## config.mk

```make
export PLATFORM = sky130hd
export DESIGN_NAME = counter_sequencer
export DESIGN_NICKNAME = d
export VERILOG_FILES = /design/src/rtl/counter_sequencer_pkg.sv /design/src/rtl/counter_sequencer.sv
export SDC_FILE = /design/constraint.sdc
export NUM_CORES = 1
export LEC_CHECK = 0
export BUFFER_PORTS_ARGS = -buffer_cell sky130_fd_sc_hd__clkbuf_2
export CAP_MARGIN = 10
export CORE_UTILIZATION = 30
export DETAILED_ROUTE_END_ITERATION = 7
export PLACE_DENSITY = 0.6
export SLEW_MARGIN = 20
export SYNTH_ARGS = -nofsm -noshare
export SYNTH_HDL_FRONTEND = slang
export SYNTH_SLANG_ARGS = --single-unit
```

## constraint.sdc

```tcl
create_clock -name clk -period 6.25 [get_ports clk]
set_input_delay 1.25 -clock clk [delete_from_list [all_inputs] [get_ports clk]]
set_output_delay 1.25 -clock clk [all_outputs]
set_load 0.05 [all_outputs]
```

## src/rtl/counter_sequencer_pkg.sv

```systemverilog
`default_nettype none
// ============================================================================
// Module      : counter_sequencer_pkg
// Description : Shared widths and state encoding for the counter sequencer.
// Revision    : 1.0 - initial release
// ============================================================================
package counter_sequencer_pkg;

    localparam int CNT_W_DEF = 16;
    localparam int MAX_W_DEF = 4;

    localparam int ST_W = 2;
    typedef logic [ST_W-1:0] state_t;

    localparam state_t ST_IDLE  = 2'd0;
    localparam state_t ST_CLEAR = 2'd1;
    localparam state_t ST_RUN   = 2'd2;
    localparam state_t ST_DONE  = 2'd3;

endpackage : counter_sequencer_pkg
`default_nettype wire

```

## src/rtl/counter_sequencer.sv

```systemverilog
`default_nettype none
// ============================================================================
// Module      : counter_sequencer
// Description : Command-driven controller that runs the prescaled up/down
//               counter until its value matches a commanded target.
// Revision    : 1.0 - initial release
// ============================================================================
module counter_sequencer
    import counter_sequencer_pkg::*;
#(
    parameter int CNT_W = CNT_W_DEF,
    parameter int MAX_W = MAX_W_DEF
) (
    input  logic             clk,
    input  logic             reset,
    input  logic             cmd_valid_i,
    output logic             cmd_ready_o,
    input  logic             cmd_dir_i,
    input  logic [MAX_W-1:0] cmd_max_i,
    input  logic [CNT_W-1:0] cmd_target_i,
    input  logic             cmd_clear_i,
    input  logic             abort_i,
    input  logic             pause_i,
    input  logic [CNT_W-1:0] cnt_value_i,
    output logic             cnt_reset_o,
    output logic             cnt_enable_o,
    output logic             cnt_direction_o,
    output logic [MAX_W-1:0] cnt_max_o,
    output logic             busy_o,
    output logic             done_o,
    output logic [CNT_W-1:0] step_count_o
);

    state_t             state_q;
    state_t             state_d;
    logic               dir_q;
    logic [MAX_W-1:0]   max_q;
    logic [CNT_W-1:0]   target_q;
    logic [CNT_W-1:0]   step_q;
    logic [CNT_W-1:0]   prev_value_q;
    logic               prev_run_q;

    logic               w_accept;
    logic               w_hit;
    logic               w_step_seen;

    assign w_accept = cmd_valid_i & cmd_ready_o;
    assign w_hit    = (cnt_value_i == target_q);

    // Only compare against a sample also taken in RUN, so the jump caused by a
    // CLEAR (or by anything outside this command) is never counted as a step.
    assign w_step_seen = (state_q == ST_RUN) & prev_run_q & (cnt_value_i != prev_value_q);

    always_ff @(posedge clk) begin
        if (reset) begin
            state_q <= ST_IDLE;
        end else begin
            state_q <= state_d;
        end
    end

    always_comb begin
        state_d = state_q;
        case (state_q)
            ST_IDLE: begin
                if (cmd_valid_i) begin
                    state_d = cmd_clear_i ? ST_CLEAR : ST_RUN;
                end
            end
            ST_CLEAR: begin
                state_d = abort_i ? ST_IDLE : ST_RUN;
            end
            ST_RUN: begin
                if (abort_i) begin
                    state_d = ST_IDLE;
                end else if (w_hit) begin
                    state_d = ST_DONE;
                end
            end
            ST_DONE: begin
                if (cmd_valid_i) begin
                    state_d = cmd_clear_i ? ST_CLEAR : ST_RUN;
                end else begin
                    state_d = ST_IDLE;
                end
            end
            default: state_d = ST_IDLE;
        endcase
    end

    always_comb begin
        cmd_ready_o  = 1'b0;
        cnt_reset_o  = 1'b0;
        cnt_enable_o = 1'b0;
        busy_o       = 1'b0;
        done_o       = 1'b0;
        case (state_q)
            ST_IDLE: begin
                cmd_ready_o = 1'b1;
            end
            ST_CLEAR: begin
                cnt_reset_o = 1'b1;
                busy_o      = 1'b1;
            end
            ST_RUN: begin
                busy_o       = 1'b1;
                // Combinational so the counter is never clocked past the target.
                cnt_enable_o = ~pause_i & ~abort_i & ~w_hit;
            end
            ST_DONE: begin
                cmd_ready_o = 1'b1;
                done_o      = 1'b1;
            end
            default: begin
                cmd_ready_o = 1'b0;
            end
        endcase
    end

    always_ff @(posedge clk) begin
        if (reset) begin
            dir_q        <= 1'b0;
            max_q        <= '0;
            target_q     <= '0;
            step_q       <= '0;
            prev_value_q <= '0;
            prev_run_q   <= 1'b0;
        end else begin
            prev_value_q <= cnt_value_i;
            prev_run_q   <= (state_q == ST_RUN);
            if (w_accept) begin
                dir_q    <= cmd_dir_i;
                max_q    <= cmd_max_i;
                target_q <= cmd_target_i;
                step_q   <= '0;
            end else if (w_step_seen && !(&step_q)) begin
                step_q <= step_q + CNT_W'(1);
            end
        end
    end

    assign cnt_direction_o = dir_q;
    assign cnt_max_o       = max_q;
    assign step_count_o    = step_q;

endmodule : counter_sequencer
`default_nettype wire
```

======== After elaboration in Yosys (flattened, before gate mapping) ========
Index checks and enable logic that the tools add are counted.
operators by class
  $add $sub $neg .......................... 1
  equal/unequal tests ..................... 7
  muxes and demuxes ....................... 12
  bitwise logic cells ..................... 8
  reductions and logical operators ........ 8
operators by type and width
  kind                     number
  $add A16 B1 Y16 const B  1
  $eq A16 B16 Y1           1
  $ne A16 B16 Y1           1
  $reduce_and A16 Y1       1
  $mux W2                  6
  $pmux W2 S4              1
  $reduce_or A2 Y1         3
  $and A1 B1 Y1            5
  $mux W1                  5
  $eq A2 B2 Y1 const B     2
  $ne A3 B3 Y1 const B     1
  $not A1 Y1               3
  $eq A2 B1 Y1 const B     1
  $logic_not A2 Y1         1
  $ne A2 B2 Y1 const B     1
  $reduce_and A2 Y1        1
  $logic_and A1 B1 Y1      1
  $logic_not A1 Y1         1
word-level totals
  bits in registers ....................... 56
  output and inout bits ................... 26

======== Longest topological paths before layout ========
  depth in word-level cells ............... 5
  depth in mapped cells ................... 8

======== Worst setup path after synthesis ========
OpenSTA, ideal clock, no wires.
  kind .................................... in2out
  from .................................... input port cnt_value_i[10]
  to ...................................... output port cnt_enable_o
  data arrival time ....................... 2.290 ns
  data required time ...................... 5.000 ns
  path slack .............................. 2.710 ns
  stages on the path ...................... 5
  path buffers ............................ 0
  cells stage by stage .................... xor2_1 nor4_1 nand4_1 nand2_1 nor2_1
between the ends
  cells in the longest elaborated chain, start to end .. 4
ends and longest elaborated chain
  what             RTL line                  RTL
  start, declared  counter_sequencer.sv:24   input logic [CNT_W-1:0] cnt_value_i,
  $eq A16 B16 Y1   counter_sequencer.sv:48   assign w_hit = (cnt_value_i == target_q);
  $not A1 Y1       counter_sequencer.sv:108  cnt_enable_o = ~pause_i & ~abort_i & ~w_hit;
  $and A1 B1 Y1    counter_sequencer.sv:108
  $mux W1          counter_sequencer.sv:97   case (state_q)
  end, declared    counter_sequencer.sv:26   output logic cnt_enable_o,
Every way passes these cells.

======== Worst setup path in the final report ========
  from .................................... input port cnt_value_i[1]
  to ...................................... output port cnt_enable_o
The elaborated chain is that of the path after synthesis.

==> key figures <==
Min path
  – Hold path depth: 2
  – Worst Hold Class: reg2reg

STA
  – Min Tclk post-route: 3.75 ns
  – Slew @ Worst Pin: 1.01 ns
  – Clock Skews: 0.00558 ns
  – Final Slew Violations: 0
  – Final Setup Violations: 0
  – Relative slew margins: 32.3%
  – RSZ-0062 raised after global routing: no
  – Max Fclk: 267 MHz
  – Worst setup margin: 2.50 ns
  – Hold Vio Cnt, Final: 0
  – Period utilisation layout: 60.0%
  – Setup TNS Final: 0 ns
  – Worst Hold Margin: 0.468 ns

GRT
  – Gr usage total: 13.6%
  – Vias in the first global route: 2060
  – First-pass GRT wire length: 9.56 mm
  – Largest net degree at the start of global routing: 45
  – Initial antenna violation count: 0
  – Total grt overflow: 0

Route
  – Residual DRC: 0
  – Via count: 2309
  – DRT iter0 DRCs: 58
  – Routed len/inst: 12.4 um
  – Antenna-violating nets left: 0
  – Vias per cell: 4.88
  – Initial DRT Pass Iterations: 4
  – WL final: 5.88 mm

Power
  – Leak Pwr: 1.24 nW
  – P per Cell Area: 276 mW/mm^2
  – Tot Pwr: 0.855 mW
  – VDD IR max: 113 uV

Layout
  – Final non-filler cell area: 0.00310 mm^2
  – Commonest non-fill, non-tap cells in the layout: 68 x clkbuf_2, 56 x dfxtp_1, 54 x nand2_1, 33 x a21oi_1, 18 x nor2b_1
  – Area of the multi-input gates: 0.00138 mm^2
  – Most common cell after layout, fill and taps aside: clkbuf_2
  – # fillers: 884
  – # diodes: 0
  – Final core occ: 37.5%
  – Synth-to-Final Area Change: 20.2%
  – Fin cells: 473
  – Final Net Count: 415
  – Layout cells sized above 1: 22.0%
  – FF/Latch Area: 0.00112 mm^2

Clock tree
  – Hold_buf cts: 0
  – Clk Latency, worst-skew pair: 0.31 ns
  – H-tree depth: 2
  – CTS Sinks: 56
  – CTS tree: yes
  – CTS clk-pin slew, worst paths: 0.11 ns
  – Max Root-Sink Buffers: 2
  – Postcts setup bufs: 0
  – CTS Buf Count: 5
  – Post_cts resized: 0
  – Buffer type at the clock tree root: clkbuf_8

Die
  – Die Ht: 94.7 um
  – IO Count: 69
  – Row Count: 33
  – Starting Density: 31.2%
  – Die area: 0.00897 mm^2
  – Core area: 0.00826 mm^2
  – Die W: 94.7 um

Place
  – Placed Area: 0.00301 mm^2
  – Placed cell count: 465
  – Port bufs: 68
  – Hpwl dp: 4.27 mm
  – Final GP Congestion: 0.787
  – DP Worst Slack: 2.42 ns

Critical path
  – R2R depth: 7
  – Kind of critical path: in2out
  – Crit path DAT: 2.50 ns
  – CP required: 5.00 ns
  – CP Max Fanout: 4
  – Endpoint class of the critical path: output pin
  – Worst setup SP type: primary input

Synth
  – Post-Syn Nets: 354
  – Synth Instances: 306
  – Synth async-reset ratio: 0%
  – Top FF cell, synth: dfxtp_1
  – Register bit count reported by yosys: 56
  – Netlist cell types: 36
  – Post-Syn Area: 0.00258 mm^2
  – Seq/Total Area, Yosys: 43.5%
  – Synth warn: 0
  – EDFF count, synth: 0
  – Syn Area/Cell: 8.42 um^2

Status
  – Status: finished clean

Flow run
  – Max Cap Viol: 0
[final timing paths]
path | from | endpoint | slack, ns
setup / recovery | cnt_value_i[1] | cnt_enable_o | 2.50
setup reg to reg | state_q[0] | step_count_o[14] | 3.58
hold / removal | cnt_max_o[3] | cnt_max_o[3] | 0.47
hold reg to reg | cnt_max_o[3] | cnt_max_o[3] | 0.47
[where the power goes]
group          internal [mW]  total (mW)  switching (mW)
clock                 0.0808       0.209           0.128
combinational         0.0747       0.239           0.165
sequential             0.388       0.407          0.0184
total                  0.544       0.855           0.311
[Yosys cell counts, types with 8 or more instances]
cell / number / area share [%]
dfxtp_1: 56 / 43
nand2_1: 54 / 7.9
a21oi_1: 33 / 6.4
nor2b_1: 19 / 4.6
xnor2_1: 16 / 5.4
xor2_1: 16 / 5.4
clkbuf_1: 14 / 2.0
nor2_1: 10 / 1.5
o21ai_0: 10 / 1.9
nor4_1: 9 / 2.2
or3_1: 8 / 1.9
[final cells by class]
type | instances | area share [%]
clock buffer | 5 | 2.22
clock inverter | 3 | 0.727
inverter | 7 | 0.848
multi-input combinational | 228 | 44.6
sequential | 56 | 36.2
tap | 105 | 4.24
timing repair buffer | 69 | 11.2
[worst max-delay path, cell delays in order]
cell	delay, ns
clkbuf_2	0.11
xor2_1	0.14
nor4_1	0.36
nand4_1	0.25
nand2_1	0.12
nor2_1	0.04
clkbuf_2	0.22
[registers in the layout, summed over array words and instances, names as in the netlist]
register	flops
prev_value_q	16
step_count_o	16
target_q	16
cnt_max_o	4
state_q	2
cnt_direction_o	1
prev_run_q	1
[cell families (layout without fill, tap and decap cells)]
family                   count (synthesis)  count (layout)  share of synthesized area (%)
flip-flops                              56              56                           43.5
AND/OR/NAND/NOR                        127             127                           25.1
XOR/XNOR                                32              32                           10.9
adder cells (fa/ha/maj)                  5               5                           2.43
buffers and inverters                   22              84                           3.25
multiplexers                             2               2                          0.777
AO/OA/AOI/OAI                           62              62                           14.1
[metal layers]
metal | share of wire [%] | wire, um | global-route usage, %
met5 | 0 | 0 | 0
met4 | 0.17 | 10 | 2.53
met3 | 6.3 | 372 | 3.95
met2 | 47 | 2740 | 22.9
met1 | 47 | 2760 | 17.2
Power figures use the tool's default switching activity.
